File: src/rtl/gamma_sched_ctrl.sv
// rtl/gamma_sched_ctrl.sv - gamma-cycle sequencer with shadow/active delay tables
//
// Purpose: drives grst/mem_rst and a mirrored gamma phase count for a shared-counter
// delay-memory group, and owns the per-channel delay table. Delay writes land in a
// shadow table; a commit copies shadow->active on a gamma boundary (or at once when idle).
//
// Ports:
//   aclk, rst_n                 clock, asynchronous active-low reset
//   start, stop                 run control pulses
//   cfg_valid/cfg_ready         shadow-table write handshake (cfg_idx, cfg_delay)
//   cfg_commit                  request shadow->active copy
//   grst, mem_rst               datapath gamma start / unit reset
//   gamma_cnt, gamma_start      phase count and its zero marker while running
//   running                     high while cycling (RUN or DRAIN)
//   commit_done                 one-cycle pulse when the active table changed
//   delay_flat                  active delays, channel i at [i*CW +: CW]
module gamma_sched_ctrl #(
    parameter int GAMMA_CYCLE_WIDTH = 16,
    parameter int WIDTH             = 128,
    parameter int INIT_CYCLES       = 2,
    localparam int CW = $clog2(GAMMA_CYCLE_WIDTH),
    localparam int IW = $clog2(WIDTH)
) (
    input  logic                aclk,
    input  logic                rst_n,
    input  logic                start,
    input  logic                stop,
    input  logic                cfg_valid,
    output logic                cfg_ready,
    input  logic [IW-1:0]       cfg_idx,
    input  logic [CW-1:0]       cfg_delay,
    input  logic                cfg_commit,
    output logic                grst,
    output logic                mem_rst,
    output logic [CW-1:0]       gamma_cnt,
    output logic                gamma_start,
    output logic                running,
    output logic                commit_done,
    output logic [WIDTH*CW-1:0] delay_flat
);

    localparam int NW = (INIT_CYCLES > 1) ? $clog2(INIT_CYCLES) : 1;
    localparam logic [CW-1:0] LAST_PHASE = CW'(GAMMA_CYCLE_WIDTH - 1);
    localparam logic [NW-1:0] INIT_LAST  = NW'(INIT_CYCLES - 1);

    typedef enum logic [1:0] {S_IDLE, S_INIT, S_RUN, S_DRAIN} state_t;

    state_t                   state;
    logic [NW-1:0]            init_cnt;
    logic                     ready_en;
    logic                     commit_pending;
    logic [WIDTH-1:0][CW-1:0] shadow_q;
    logic [WIDTH-1:0][CW-1:0] shadow_d;
    logic [WIDTH-1:0][CW-1:0] active_q;
    logic                     last_phase;
    logic                     copy_fire;
    logic                     write_ok;
    logic                     idx_ok;

    // Out-of-range indices are accepted but dropped; with a power-of-2 table none exist.
    generate
        if (WIDTH == (1 << IW)) begin : g_idx_full
            assign idx_ok = 1'b1;
        end else begin : g_idx_part
            assign idx_ok = (cfg_idx < IW'(WIDTH));
        end
    endgenerate

    always_comb begin
        last_phase = (gamma_cnt == LAST_PHASE);
        // While cycling, copy only on the last phase so the new table starts at phase 0.
        // When stopped, copy at the first edge that sees the request (pending or live pulse).
        copy_fire  = running ? (commit_pending && last_phase)
                             : (commit_pending || cfg_commit);
        // Writes are blocked only in a cycle where a pending copy is about to happen.
        cfg_ready  = ready_en && !(commit_pending && (!running || last_phase));
        write_ok   = cfg_valid && cfg_ready && idx_ok;
        shadow_d   = shadow_q;
        if (write_ok) begin
            shadow_d[cfg_idx] = cfg_delay;
        end
    end

    always_ff @(posedge aclk or negedge rst_n) begin
        if (!rst_n) begin
            state       <= S_IDLE;
            init_cnt    <= '0;
            ready_en    <= 1'b0;
            grst        <= 1'b1;
            mem_rst     <= 1'b1;
            gamma_cnt   <= '0;
            gamma_start <= 1'b0;
            running     <= 1'b0;
        end else begin
            ready_en <= 1'b1;
            case (state)
                S_IDLE: begin
                    if (start && !stop) begin
                        state    <= S_INIT;
                        init_cnt <= '0;
                    end
                end
                S_INIT: begin
                    if (stop) begin
                        state <= S_IDLE;
                    end else if (init_cnt == INIT_LAST) begin
                        state       <= S_RUN;
                        grst        <= 1'b0;
                        mem_rst     <= 1'b0;
                        gamma_cnt   <= '0;
                        gamma_start <= 1'b1;
                        running     <= 1'b1;
                    end else begin
                        init_cnt <= init_cnt + 1'b1;
                    end
                end
                S_RUN, S_DRAIN: begin
                    // G is a power of 2, so the counter wraps G-1 -> 0 on its own.
                    gamma_cnt   <= gamma_cnt + 1'b1;
                    gamma_start <= last_phase;
                    if (state == S_DRAIN && last_phase) begin
                        state       <= S_IDLE;
                        grst        <= 1'b1;
                        mem_rst     <= 1'b1;
                        running     <= 1'b0;
                        gamma_start <= 1'b0;
                    end else if (state == S_RUN && stop) begin
                        state <= S_DRAIN;
                    end
                end
                default: state <= S_IDLE;
            endcase
        end
    end

    always_ff @(posedge aclk or negedge rst_n) begin
        if (!rst_n) begin
            shadow_q       <= '0;
            active_q       <= '0;
            commit_pending <= 1'b0;
            commit_done    <= 1'b0;
        end else begin
            shadow_q    <= shadow_d;
            commit_done <= copy_fire;
            if (copy_fire) begin
                // shadow_d includes a same-cycle write, so it joins this commit.
                active_q       <= shadow_d;
                commit_pending <= 1'b0;
            end else if (cfg_commit) begin
                commit_pending <= 1'b1;
            end
        end
    end

    assign delay_flat = active_q;

endmodule

File: config.mk
export PLATFORM = sky130hd
export DESIGN_NAME = gamma_sched_ctrl
export DESIGN_NICKNAME = d
export VERILOG_FILES = /design/src/rtl/gamma_sched_ctrl.sv
export SDC_FILE = /design/constraint.sdc
export NUM_CORES = 2
export LEC_CHECK = 0
export CORE_AREA = 2 2 281 283
export CTS_CLUSTER_SIZE = 25
export DETAILED_ROUTE_END_ITERATION = 6
export DIE_AREA = 0 0 283 285
export DONT_BUFFER_PORTS = 1
export GPL_TIMING_DRIVEN = 0
export PLACE_DENSITY = 0.7
export SYNTH_ARGS = -nofsm -noshare
export SYNTH_HDL_FRONTEND = slang
export SYNTH_SLANG_ARGS = --single-unit
File: constraint.sdc
create_clock -name aclk -period 3.9 [get_ports aclk]
set_input_delay 0.78 -clock aclk [delete_from_list [all_inputs] [get_ports aclk]]
set_output_delay 0.78 -clock aclk [all_outputs]
set_load 0.02 [all_outputs]
### After elaboration in Yosys (flattened, before gate mapping)

Index checks and enable logic that the tools add are counted.

| storage, ports and cells | value |
|---|---|
| output and inout bits | 522 |
| input port bits | 17 |
| word-level logic and storage cells | 331 |
| flip-flop bits (word level) | 1,037 |

| operators by class | value |
|---|---|
| reduce and logical (&&, ||, !) cells | 22 |
| magnitude comparators | 2 |
| add/sub/neg operators | 2 |
| multiplexer cells | 30 |
| equality and inequality tests | 10 |

Operators by type and width:

| kind | count |
|---|---|
| $bwmux 512 | 1 |
| $mux 512 | 1 |
| $demux 4 s7 | 1 |
| $mux 1 | 13 |
| $mux 4 | 3 |
| $mux 2 | 5 |
| $reduce_and 3->1 | 3 |
| $logic_and 1x1->1 | 8 |
| $lt 7x8->1 const B | 1 |
| $ne 2x2->1 const B | 4 |
| $pmux 1 s2 | 4 |
| $pmux 4 s2 | 1 |
| $ge 7x1->1 const B | 1 |
| $ne 3x3->1 const B | 2 |
| $pmux 2 s3 | 1 |
| $reduce_bool 2->1 | 3 |
| $add 4x1->4 const B | 1 |
| $eq 2x2->1 const B | 2 |
| $eq 4x4->1 const B | 1 |
| $reduce_and 4->1 | 1 |
| $logic_not 1->1 | 3 |
| $eq 2x1->1 const B | 1 |
| $logic_not 2->1 | 1 |
| $logic_or 1x1->1 | 2 |
| 2 further kinds | 2 |

### Depth between registers and ports, before layout

| logic depth | value |
|---|---|
| depth in word-level cells | 7 |
| depth in mapped cells | 7 |
| mapped depth without buffers | 5 |

### Worst setup path before layout

Ideal clock, no wire load.

| path | value |
|---|---|
| kind | reg2out |
| from | reg gamma_cnt[0] |
| to | out cfg_ready |
| buffers on the path | 2 |
| arrival | 1.652 ns |
| cell stages (with the launch flop) | 7 |
| setup slack | 1.468 ns |
| data required time | 3.120 ns |
| cells stage by stage | dfrtp_1 > ha_1 > nand4_2 > nand3_2 > buf_2 > clkbuf_1 > inv_1 |

| on the way | value |
|---|---|
| longest elaborated chain between the ends | 5 |

RTL lines:

| what | line | RTL |
|---|---|---|
| from (decl) | 35 | `output logic [CW-1:0] gamma_cnt,` |
| from (signal assigned) | 119 | `gamma_cnt <= gamma_cnt + 1'b1;` |
| $eq 4x4->1 | 70 | `last_phase = (gamma_cnt == LAST_PHASE);` |
| $logic_or 1x1->1 | 76 | `cfg_ready = ready_en && !(commit_pending && (!running \|\| last_phase));` |
| $logic_and 1x1->1 | 76 |  |
| $logic_not 1->1 | 76 |  |
| $logic_and 1x1->1 | 76 |  |
| to (decl) | 29 | `output logic cfg_ready,` |

Every way passes these cells.

### Worst setup path in the final report

Same ends and word-level chain as after synthesis.

==> results.cfg <==
[clocking]
cts_root_buffer = clkbuf_16
post-cts-setup-buffers = 0
htreeDepth = 3
cts_buffer_depth = 3
clock_latency_ns = 0.70
cts.sinks = 1037
cts_tree = done
clk_pin_slew_ns = 0.07
cts_buffers = 106

[sta]
setup_violations = 0
min_period_ns = 3.65
finalSetupTns_ns = 0
slew_headroom_pct = -21.7
worst_pin_slew_ns = 1.82
fin_crit_sh_pct = 93.7
rsz0062_at_grt = no
max_freq_ghz = 0.274
hold_violations = 0
drv_slew = 609
clock_skew_ns = 0.0399

[synth]
synth_area_leaders = dfrtp_1, nand2_1, a31oi_1
synth_xor_area_share_pct = 0.0428
syn-cell-area_um2 = 40900
avgSynthCellArea_um2 = 9.64
synth_cells = 4245
ys.flop_type = dfrtp_1
synth_edf_count = 0
synthMuxAreaShare_pct = 0.0245
syn_nets = 4263
ys_seq_area_share_pct = 63.4
synthAdderAreaFrac_pct = 0.0306
synth_largest_area_cell = dfrtp_1
synth-seq-cells = 1037
synth_compound_area_share_pct = 14.3
yosys.area_share.simple_pct = 19.0
synth_top_family_by_area = simple AND/OR/NAND/NOR gates
ys_async_sr_fraction_pct = 100
ys_types = 49
ys_warn_count = 0
synth_top_area_share_pct = 63.3

[power_and_ir_drop]
ir_drop_mv = 0.447
p_int_w = 0.0215
netSwitchingPower_w = 0.0147
power_leakage_nw = 23.0
clkPwrFrac_pct = 29.3
seqPwrFrac_pct = 53.5
comb_power_share_pct = 17.1
pwr_density_cell_nw_per_um2 = 788
power.total_w = 0.0363
sw_frac_of_total_pct = 40.6

[place]
io_buffers = 0
dp_hpwl_mm = 96.7
gp_congestion = 0.879

[global_route]
grt_max_degree = 1038
grt_pass1_vias = 32700
track_usage_pct = 35.3
grt_pass1_wl_mm = 213
grt_overflow = 0
antenna_found_initial = 2

[worst_setup_path]
rrSetupSlack_ns = 0.62
startpoint = gamma_cnt[0]
crit_arrival_ns = 2.87
crit_required_ns = 3.12
worstReg2RegEnd = delay_flat[187]
criticalPathCategory = register to output pin
r2r-start = gamma_cnt[0]
crit_fanout = 18
start_kind = register
worstSetupEndpointType = output pin
reg2reg_depth = 6
cp-endpoint = cfg_ready

[min_path]
hold_path_class = input pin to async pin

[finish]
final_nets = 4375
fill_cells = 6642
drive_gt1_share_pct = 7.93
fin_util_pct = 59.0
syn_to_final_growth_pct = 12.5

[route]
first_pass_iters = 5
wl_met2_mm = 65.0
ant_nets = 0
drtIter0Drc = 3126
met3_length_mm = 15.3
drt_drc_violations_left = 0
viasPerCell = 6.14
routedWlPerCell_um = 26.3
vias = 33700
wl_mm = 144
wl_met1_mm = 55.5
highest_layer = met5

[floorplanning]
io_pins = 539
fp.dieW_um = 283
start_util_pct = 52.5
design.die.area_um2 = 80700
die_y_um = 285
core_um2 = 78000
rows = 103

[job]
drv_cap = 0

[run_status]
status = complete, but fails checks
violations = max-slew violations
==> metrics by stage <==
stage	instances	worst slack, ns	area (um^2)	hold WS [ns]
after floorplan	4245	1.47	40900	0.442
after global placement	5295	0.533	42200	0.457
after detailed placement	5295	0.546	42200	0.465
after CTS	5486	0.218	45900	-0.228
after global routing	5491	0.129	46000	0.254
final	5492	0.246	46000	0.231
==> synthesized netlist by cell type (2+ instances only) <==
cell / n
a31oi_1: 512
nor2_1: 600
nand3_1: 2
clkbuf_2: 8
buf_2: 74
nand4b_2: 4
nand4bb_1: 9
buf_1: 12
o21ai_0: 493
and4bb_2: 4
nor2_2: 21
nor4b_4: 5
dfrtp_1: 1036
inv_1: 2
a21oi_1: 4
or4b_1: 5
buf_4: 14
and4b_1: 7
nand4b_4: 3
nor4bb_1: 5
nand4_2: 2
clkbuf_1: 179
o21ai_1: 23
nand2_1: 1164
buf_6: 5
nor2_4: 24
and4_1: 6
==> routing by layer <==
metal / up-vias / global-route usage [%]
met2: 1516 / 53.7
li1: 14600 / -
met1: 17100 / 45.3
met3: 379 / 11.5
met4: 2 / 18.6
met5: - / 0
==> state kept, by name, indices dropped and copies added (netlist names) <==
register and count:
delay_flat 512, shadow_q 512, gamma_cnt 4, state 2, commit_done 1, commit_pending 1
gamma_start 1, init_cnt 1, mem_rst 1, ready_en 1, running 1
==> cell families (layout without fill, tap and decap cells) <==
logic type                 after synthesis  after routing
other                                    1              2
xor gates and xnor gates                 2              2
and+or+nand+nor                       1872           1872
DFF                                   1037           1037
muxes                                    1              1
AOI/OAI and AO/OA                     1036           1036
adders and majority gates                1              1
buffers and inverters                  295            491
==> power groups by stage <==
stage	Clock (W)	Combinational [W]	Sequential, W
floorplan	0	0.00409	0.0179
global placement	0	0.00577	0.0195
detailed placement	0	0.00591	0.0195
CTS	0.0107	0.00594	0.0194
global route	0.0111	0.00687	0.0196
finish	0.0106	0.00622	0.0194
==> worst min path at each step <==
| stage | startpoint | endpoint | slack, ns | depth (start not counted) |
|---|---|---|---|---|
| 3_3_place_gp | shadow_q[277] | shadow_q[277] | 0.46 | 2 |
| 4_1_cts | rst_n | delay_flat[101] | -0.23 | 0 |
| 6_report | rst_n | delay_flat[108] | 0.23 | 1 |
| 3_5_place_dp | shadow_q[277] | shadow_q[277] | 0.46 | 2 |
| 5_1_grt | cfg_commit | commit_pending | 0.25 | 2 |
| 2_1_floorplan | shadow_q[95] | shadow_q[95] | 0.44 | 2 |
==> critical path, stage by stage, from the launching register on <==
cell and delay (ns):
dfrtp_1 0.52, ha_1 0.30, nand4_2 0.23, nand3_4 0.44, clkbuf_1 0.41, inv_1 0.27
==> layout make-up <==
cell class	count	area, um^2	area share, %
sequential	1037	26000	56.4
multi-input combinational	2913	13700	29.7
clock buffer	143	3040	6.61
tap	1050	1310	2.85
buffer	292	1300	2.82
clock inverter	49	616	1.34
timing repair buffer	5	120	0.261
inverter	2	7.51	0.0163
antenna	1	2.50	0.00544
==> timing repair <==
action	in CTS	in global routing
resized for setup	1	0
endpoints found under the setup margin	1	0
hold endpoints to repair	1036	7
==> cells in the final DEF, fill, tap and decap left out, drive strengths merged, types with 3 or more instances in the layout <==
master       n
and4bb       4
dfrtp     1036
nor4b        5
nand4bb      9
nand3        3
a31oi      512
nand2     1165
nor2       645
a21oi        4
o21ai      516
buf        109
and4b        7
inv          5
nand4b       7
clkbuf     330
nor4bb       5
clkinvlp     3
or4b         5
bufinv      11
clkinv      32
nand4        3
and4         6
(Power assumes the default switching activity.)
